==> config.mk <==
export PLATFORM = sky130hd
export DESIGN_NAME = var_clk_gen
export DESIGN_NICKNAME = d
export VERILOG_FILES = /design/src/rtl/var_clk_gen.sv
export SDC_FILE = /design/constraint.sdc
export NUM_CORES = 1
export LEC_CHECK = 0
export BUFFER_PORTS_ARGS = -buffer_cell sky130_fd_sc_hd__buf_4
export CELL_PAD_IN_SITES_DETAIL_PLACEMENT = 1
export CELL_PAD_IN_SITES_GLOBAL_PLACEMENT = 2
export CORE_MARGIN = 2
export CORE_UTILIZATION = 36
export DETAILED_ROUTE_END_ITERATION = 8
export MAX_ROUTING_LAYER = met4
export PLACE_DENSITY_LB_ADDON = 0.1
export SYNTH_ARGS = -nofsm -noshare
export SYNTH_HDL_FRONTEND = slang
export SYNTH_SLANG_ARGS = --single-unit
==> constraint.sdc <==
create_clock -name i_clk -period 2.5 [get_ports i_clk]
set_input_delay 0.25 -clock i_clk [delete_from_list [all_inputs] [get_ports i_clk]]
set_output_delay 0.25 -clock i_clk [all_outputs]
set_load 0.01 [all_outputs]
==> src/rtl/var_clk_gen.sv <==
// Variable clock generator: 50%-duty divided clock plus first-high-cycle enable,
// with a req/ack handshake that switches divisor only at a low-phase boundary.
module var_clk_gen #(
   parameter int                      NUM_CH    = 4,
   parameter int                      SEL_W     = 2,
   parameter int                      DIV_W     = 8,
   parameter logic [NUM_CH*DIV_W-1:0] DIV_TABLE = 32'h01020300,
   parameter int                      RESET_SEL = 0
) (
   input  logic             i_clk,
   input  logic             i_rst_n,
   input  logic             i_req,
   input  logic [SEL_W-1:0] i_sel,
   output logic             o_var_clk,
   output logic             o_clk_en,
   output logic             o_busy,
   output logic             o_ack,
   output logic             o_err,
   output logic [SEL_W-1:0] o_cur_sel
);

   typedef enum logic [1:0] {ST_STOP, ST_HIGH, ST_LOW} state_t;

   localparam logic [DIV_W-1:0] RESET_DIV = DIV_TABLE[RESET_SEL*DIV_W +: DIV_W];
   localparam state_t           RESET_ST  = (RESET_DIV == '0) ? ST_STOP : ST_LOW;
   localparam logic [DIV_W-1:0] ONE       = DIV_W'(1);

   function automatic logic [DIV_W-1:0] div_of(input logic [SEL_W-1:0] sel);
      return DIV_TABLE[int'(sel)*DIV_W +: DIV_W];
   endfunction

   state_t           state;
   logic [DIV_W-1:0] cnt;
   logic [DIV_W-1:0] div_q;
   logic             pend;
   logic [SEL_W-1:0] pend_sel;

   logic             sel_ok;
   logic             req_ok;
   logic             req_bad;
   logic             apply;
   logic [DIV_W-1:0] new_div;

   assign sel_ok  = int'(i_sel) < NUM_CH;
   assign req_ok  = i_req & sel_ok;
   assign req_bad = i_req & ~sel_ok;
   // Switching only when a low phase has fully elapsed (or from STOP) keeps every phase whole.
   assign apply   = pend & ((state == ST_STOP) | ((state == ST_LOW) & (cnt == '0)));
   assign new_div = div_of(pend_sel);
   assign o_busy  = pend;

   always_ff @(posedge i_clk or negedge i_rst_n) begin
      if (!i_rst_n) begin
         state     <= RESET_ST;
         cnt       <= '0;
         div_q     <= RESET_DIV;
         pend      <= 1'b0;
         pend_sel  <= SEL_W'(RESET_SEL);
         o_var_clk <= 1'b0;
         o_clk_en  <= 1'b0;
         o_ack     <= 1'b0;
         o_err     <= 1'b0;
         o_cur_sel <= SEL_W'(RESET_SEL);
      end else begin
         o_ack    <= 1'b0;
         o_clk_en <= 1'b0;
         o_err    <= req_bad;

         if (apply) begin
            div_q     <= new_div;
            o_cur_sel <= pend_sel;
            o_ack     <= 1'b1;
            if (new_div == '0) begin
               state     <= ST_STOP;
               cnt       <= '0;
               o_var_clk <= 1'b0;
            end else begin
               state     <= ST_HIGH;
               cnt       <= new_div - ONE;
               o_var_clk <= 1'b1;
               o_clk_en  <= 1'b1;
            end
         end else begin
            case (state)
               ST_STOP: begin
                  o_var_clk <= 1'b0;
               end
               ST_HIGH: begin
                  if (cnt == '0) begin
                     state     <= ST_LOW;
                     cnt       <= div_q - ONE;
                     o_var_clk <= 1'b0;
                  end else begin
                     cnt <= cnt - ONE;
                  end
               end
               ST_LOW: begin
                  if (cnt == '0) begin
                     state     <= ST_HIGH;
                     cnt       <= div_q - ONE;
                     o_var_clk <= 1'b1;
                     o_clk_en  <= 1'b1;
                  end else begin
                     cnt <= cnt - ONE;
                  end
               end
               default: begin
                  state     <= ST_STOP;
                  cnt       <= '0;
                  o_var_clk <= 1'b0;
               end
            endcase
         end

         // A request on an apply edge survives as the next pending one.
         if (req_ok) begin
            pend     <= 1'b1;
            pend_sel <= i_sel;
         end else if (apply) begin
            pend <= 1'b0;
         end
      end
   end

endmodule

## Word-level counts from Yosys, hierarchy flattened

Index checks and enable logic that the tools add are counted.

- Memories kept: 0
- Logic and storage cells: 48
- Latch bits: 0
- Bits of input ports: 5
- ROM bits: 0
- Output and inout port bits: 7
- Bits in writable memories: 0
- Bits in registers: 26

- Bitwise logic cells: 3
- Shift operators: 1
- Multiplexer cells: 20
- Div/mod/pow operators: 0
- Eq/ne operators: 5
- Magnitude comparators: 0
- Multiply operators: 0
- $add $sub $neg: 3
- Reductions and logical operators: 7

Operators by type and width:

| kind | number |
|---|---|
| $shiftx A32 B6 Y8 const A | 1 |
| $mux W8 | 3 |
| $sub A8 B1 Y8 const B | 3 |
| $logic_not A8 Y1 | 2 |
| $pmux W8 S2 | 1 |
| $mux W1 | 11 |
| $mux W2 | 3 |
| $pmux W2 S3 | 1 |
| $ne A3 B2 Y1 const B | 1 |
| $ne A3 B3 Y1 const B | 1 |
| $reduce_and A3 Y1 | 1 |
| $and A1 B1 Y1 | 2 |
| $eq A2 B1 Y1 const B | 1 |
| $eq A2 B2 Y1 const B | 1 |
| $logic_not A2 Y1 | 1 |
| $ne A2 B2 Y1 const B | 1 |
| $pmux W1 S2 | 1 |
| $reduce_and A2 Y1 | 1 |
| $reduce_bool A2 Y1 | 1 |
| $reduce_or A2 Y1 | 1 |
| $or A1 B1 Y1 | 1 |

## Depth between registers and ports, before layout

- Depth in word-level cells: 6
- Gate-level depth with buffers: 6
- Depth with buffers taken out: 6

## Least setup slack after synthesis

No wires, ideal clock.

- Path kind: register to register
- From: register cnt[2]
- To: register o_cur_sel[1]
- Data arrival time: 1.826 ns
- Cell stages (with the launch flop): 5
- Library setup time: 0.125 ns
- Buffers on the path: 1
- Clock period less this slack: 1.951 ns
- Path slack: 0.549 ns
- Data required time: 2.375 ns
- Cell sequence: dfrtp_1 -> or4_4 -> buf_6 -> o32ai_4 -> mux2_4

- Longest elaborated chain between the ends: 4

Ends and longest elaborated chain:

| item | line | text |
|---|---|---|
| from (decl) | 33 | `logic [DIV_W-1:0] cnt;` |
| from (signal assigned) | 79 | `cnt <= new_div - ONE;` |
| from (signal assigned) | 91 | `cnt <= div_q - ONE;` |
| from (signal assigned) | 94 | `cnt <= cnt - ONE;` |
| $logic_not A8 Y1 | 48 | `assign apply = pend & ((state == ST_STOP) \| ((state == ST_LOW) & (cnt == '0)));` |
| $and A1 B1 Y1 | 48 |  |
| $or A1 B1 Y1 | 48 |  |
| $and A1 B1 Y1 | 48 |  |
| via apply | 41 | `logic apply;` |
| to (signal assigned) | 63 | `o_cur_sel <= SEL_W'(RESET_SEL);` |
| to (signal assigned) | 71 | `o_cur_sel <= pend_sel;` |
| to (decl) | 19 | `output logic [SEL_W-1:0] o_cur_sel` |

The timed path passes the listed nets, and every way through them passes these cells.
A chain may end at the register's enable or synchronous reset.

## Worst setup path after layout

- From: register cnt[1]
- To: register cnt[5]

- Longest elaborated chain between the ends: 5
- Elaborated cells on any way between the ends: 9
- Those cells by class: add/sub: 1; eq/ne: 1; mux: 3; bitwise: 3; reduce/logical: 1

Ends and longest elaborated chain:

| item | line |
|---|---|
| $logic_not A8 Y1 * | 48 |
| $and A1 B1 Y1 * | 48 |
| $or A1 B1 Y1 * | 48 |
| $and A1 B1 Y1 * | 48 |
| via apply | 41 |
| $ne A2 B2 Y1 (no source line) or $mux W8 (tied branches) | -- |

The timed path passes the listed nets; every way through them passes the cells marked *.

==> summary by stage <==
Final layout
Of the cells placed in the final design, the portion with a size suffix greater than 1 is 0.211. The filler-free cell count of the finished design is 156. The final-layout fill cell count is 352.

The net count of the finished layout is 136. The most common cell after layout, fill and taps aside is sky130_fd_sc_hd__dfrtp_1. The number of antenna diodes in the final layout is 0. The area growth from synthesis to layout is 11.6%. The top cell types in the final layout, fill and taps aside, are sky130_fd_sc_hd__dfrtp_1, sky130_fd_sc_hd__buf_4, sky130_fd_sc_hd__a21oi_1, sky130_fd_sc_hd__nand2_1, sky130_fd_sc_hd__inv_1.

Critical path
In this design, the largest share of critical-path delay is due to compound AO/OA/AOI/OAI gates. At the worst endpoint, the required time is 2.68 ns. STA classifies the critical path endpoint as a flip-flop.

The worst setup path is of the reg2reg kind. Of all nets on the critical path, the largest fanout is 10. The slowest stage of the critical path belongs to the cell sky130_fd_sc_hd__or4_1.

Data arrives at the worst endpoint at 2.34 ns. The startpoint kind of the worst setup timing path is a flip-flop. Traced cell by cell, the critical path runs through or4_1, o32ai_4, o21bai_2, a21oi_1. For this run, the slowest stage of the critical path takes 0.63 ns. The number of buffers and inverters on the critical path is 0.

Floorplan
The initial cell density of the core is 0.374. The placement row count is 20. The number of placed I/O pins is 12. The floorplan core area is 3000 um^2. The die width is 59.8 um. The floorplan die height is 59.8 um. The die covers 3580 um^2.

Detailed routing
In this run the remaining antenna-violating nets after routing total 0. The via count is 879. The average wire length per cell after detail routing is 16.5 um.

The number of DRC markers after the initial detailed-route iteration is 20. The detailed-routing iteration count for the pre-antenna-repair pass is 4. In the final routing, the length of wire on met1 measures 1240 um.

After detailed routing, the number of vias per cell comes to 5.63. The routed design uses 1230 um of met2 wire. Detailed routing placed a total of 57 um of wire on met3. The uppermost layer routed is met4.

After detailed routing, the number of remaining DRC violations is 0. After detailed routing, the total wire length is 2570 um.

Clock tree
The clock-pin slew on the worst setup and hold paths is 0.11 ns. For this design, the sink count on the clock tree is 19. Clock latency on the worst-skew pair, taken at its later pin, is 0.30 ns. No sink is reached through more buffers than the 2 on the longest clock path. The buffers inserted during post-CTS setup optimization is 0. In this run the number of H-tree levels came out at 1.

TritonCTS built the clock tree. The TritonCTS buffer count is 3. The clock root buffer is sky130_fd_sc_hd__clkbuf_4. Gates resized during post-CTS repair numbered 0.

STA
The number of failing hold endpoints at the final stage is 0. The total negative slack for setup checks is 0 ns. The highest attainable clock frequency is 0.464 GHz.

The worst hold margin is 0.143 ns. The count of final max-slew check failures is 0. The number of setup violations in the final report is 0.

Setup repair after global routing left no endpoint under its margin. The worst slew margin relative to its limit is 0.543. Setup slack on the critical path of the routed design comes to 0.344 ns. Across the routed clock network, the largest skew measured is 0.00891 ns.

The routed design could run at a clock period as short as 2.16 ns. For the pin with the worst max-slew slack, the measured transition is 0.681 ns. Dividing the final minimum period by the clock period gives 0.862.

Synthesis
The cell count after synthesis came out at 111. The flop and latch count out of synthesis is 19. Counting every net in the synthesized netlist gives 123. The synthesized-area fraction occupied by ao, oa, aoi and oai cells is 0.201. Of the total synthesized cell area, the portion taken by full adders, half adders and majority gates is 0.0780.

The XOR/XNOR share of the synthesized area is 0.0156. Of the post-synthesis cell area, the part taken by muxes is 0.0691. The most instantiated flip-flop cell in the synthesis netlist is sky130_fd_sc_hd__dfrtp_1. The number of different library cells in the post-synthesis netlist is 41.

The number of enable flip-flop cells after synthesis is 0. Summing every instance area after synthesis gives 1120 um^2. The total of warnings raised by yosys is 0. Of the total synthesized cell area, the portion taken by AND, OR, NAND and NOR gates is 0.156.

A synthesized cell averages 10.1 um^2. For this run, asynchronously set or reset flops after synthesis account for 1.00. The dominant combinational cell family by area after synthesis is compound AO/OA/AOI/OAI gates. The share of the Yosys chip area taken by registers is 0.424.

Global routing
Entering global routing, the biggest net connects 20 pins. For this run, the total global-route usage over all layers was measured as 0.175. The overflow left after global routing is 0. The number of antenna violations at the first check in global routing is 0. The first-pass GRT wire length is 4350 um.

The via count of the first global-routing pass is 862.

Status
The flow ran to the end, and the final reports show no timing, DRC or antenna violations.

Pwr
Power spread over the standard cell area amounts to 1400 nW/um^2. Total power for the finished layout comes to 0.00175 W. The static leakage is 0.574 nW. Across the VDD grid, the largest voltage drop is 0.525 mV.

Placement
The congestion estimate from routability-driven global placement came to 0.757. The quantity of I/O buffers inserted on ports is 10. Timing analysis after detailed placement gives a worst setup slack of 0.379 ns. Once detailed placement completed, the half-perimeter wirelength came to 1920 um. The cell count after placement is 151.

Job
Max-cap violations in this run came to 0.

Min path
The path class of the tightest hold or removal check is in2reg.
-- area by class of cell --
type	count	area [um^2]	share of cell area
Multi-Input combinational cell	80	587	0.469
Sequential cell	19	475	0.380
Timing Repair Buffer	12	92.6	0.0739
Tap cell	33	41.3	0.0330
Inverter	8	30.0	0.0240
Clock buffer	4	26.3	0.0210
-- worst reg2reg max path: stages (launching register included) --
cell and delay, ns:
sky130_fd_sc_hd__dfrtp_1 0.46, sky130_fd_sc_hd__or4_1 0.63, sky130_fd_sc_hd__o32ai_4 0.60, sky130_fd_sc_hd__o21bai_2 0.27, sky130_fd_sc_hd__a21oi_1 0.08
-- kinds of logic (layout without fill, tap and decap cells) --
family | Yosys count | in the layout
compound gates | 32 | 32
simple gates | 32 | 32
flops | 19 | 19
buf+inv | 12 | 24
fa+ha+maj | 7 | 7
mux | 6 | 6
xor+xnor | 2 | 2
other cells | 1 | 1
-- Yosys cell counts, types with 2 or more instances --
library cell / number / area share
sky130_fd_sc_hd__dfrtp_1: 19 / 0.42
sky130_fd_sc_hd__nor2_1: 7 / 0.023
sky130_fd_sc_hd__or4_1: 2 / 0.013
sky130_fd_sc_hd__or2_2: 2 / 0.011
sky130_fd_sc_hd__nand2_1: 8 / 0.027
sky130_fd_sc_hd__nand3_1: 2 / 0.0089
sky130_fd_sc_hd__o31ai_1: 4 / 0.027
sky130_fd_sc_hd__nand3b_1: 2 / 0.013
sky130_fd_sc_hd__a31oi_1: 2 / 0.011
sky130_fd_sc_hd__buf_4: 2 / 0.013
sky130_fd_sc_hd__o21ai_0: 6 / 0.027
sky130_fd_sc_hd__mux2_4: 3 / 0.040
sky130_fd_sc_hd__ha_1: 7 / 0.078
sky130_fd_sc_hd__a21oi_1: 10 / 0.045
sky130_fd_sc_hd__inv_1: 8 / 0.027
sky130_fd_sc_hd__mux2_2: 2 / 0.020
-- routing by layer --
layer	global-route usage	vias up
met4	0.0889	0
met1	0.227	441
met2	0.266	10
met5	-	-
li1	-	424
met3	0.0260	4
-- power by group --
| part | total [W] | internal, W | switching (W) | leakage [nW] |
|---|---|---|---|---|
| combinational | 0.00104 | 0.000474 | 0.000566 | 0.318 |
| clock | 0.000159 | 0.0000623 | 0.0000971 | 0.0150 |
| sequential | 0.000551 | 0.000425 | 0.000127 | 0.242 |
-- stage by stage --
step / utilization / area, um^2
6_report: 0.417 / 1250
5_1_grt: 0.417 / 1250
4_1_cts: 0.417 / 1250
3_5_place_dp: 0.405 / 1220
3_3_place_gp: 0.405 / 1220
2_1_floorplan: - / 1120
-- flip-flops by register name, indices dropped and copies added, names as in the netlist --
| signal | flops |
|---|---|
| cnt | 8 |
| div_q | 1 |
| o_ack | 1 |
| o_busy | 1 |
| o_clk_en | 1 |
| o_cur_sel | 2 |
| o_var_clk | 1 |
| pend_sel | 2 |
| state | 2 |
-- what timing repair did --
item / 4_1_cts / 5_1_grt
hold buffers: 1 / 0
endpoints found under the hold margin: 19 / 0
endpoints found under the setup margin: 0 / 0
-- path summary, 6_finish.rpt --
kind	from	to	slack, ns	depth (start not counted)
max	cnt[1]$_DFFE_PN0N_	cnt[5]$_DFFE_PN0N_	0.34	4
min	i_sel[0]	pend_sel[0]$_DFFE_PN0P_	0.14	3
max reg2reg	cnt[1]$_DFFE_PN0N_	cnt[5]$_DFFE_PN0N_	0.34	4
min reg2reg	o_cur_sel[1]$_DFFE_PN0P_	o_cur_sel[1]$_DFFE_PN0P_	0.53	1
max in group asynchronous	i_rst_n	div_q[1]$_DFFE_PN0P_	1.94	2
min in group asynchronous	i_rst_n	o_var_clk$_DFFE_PN0P_	0.34	2
No activity file was read; power rests on OpenSTA's default activity.
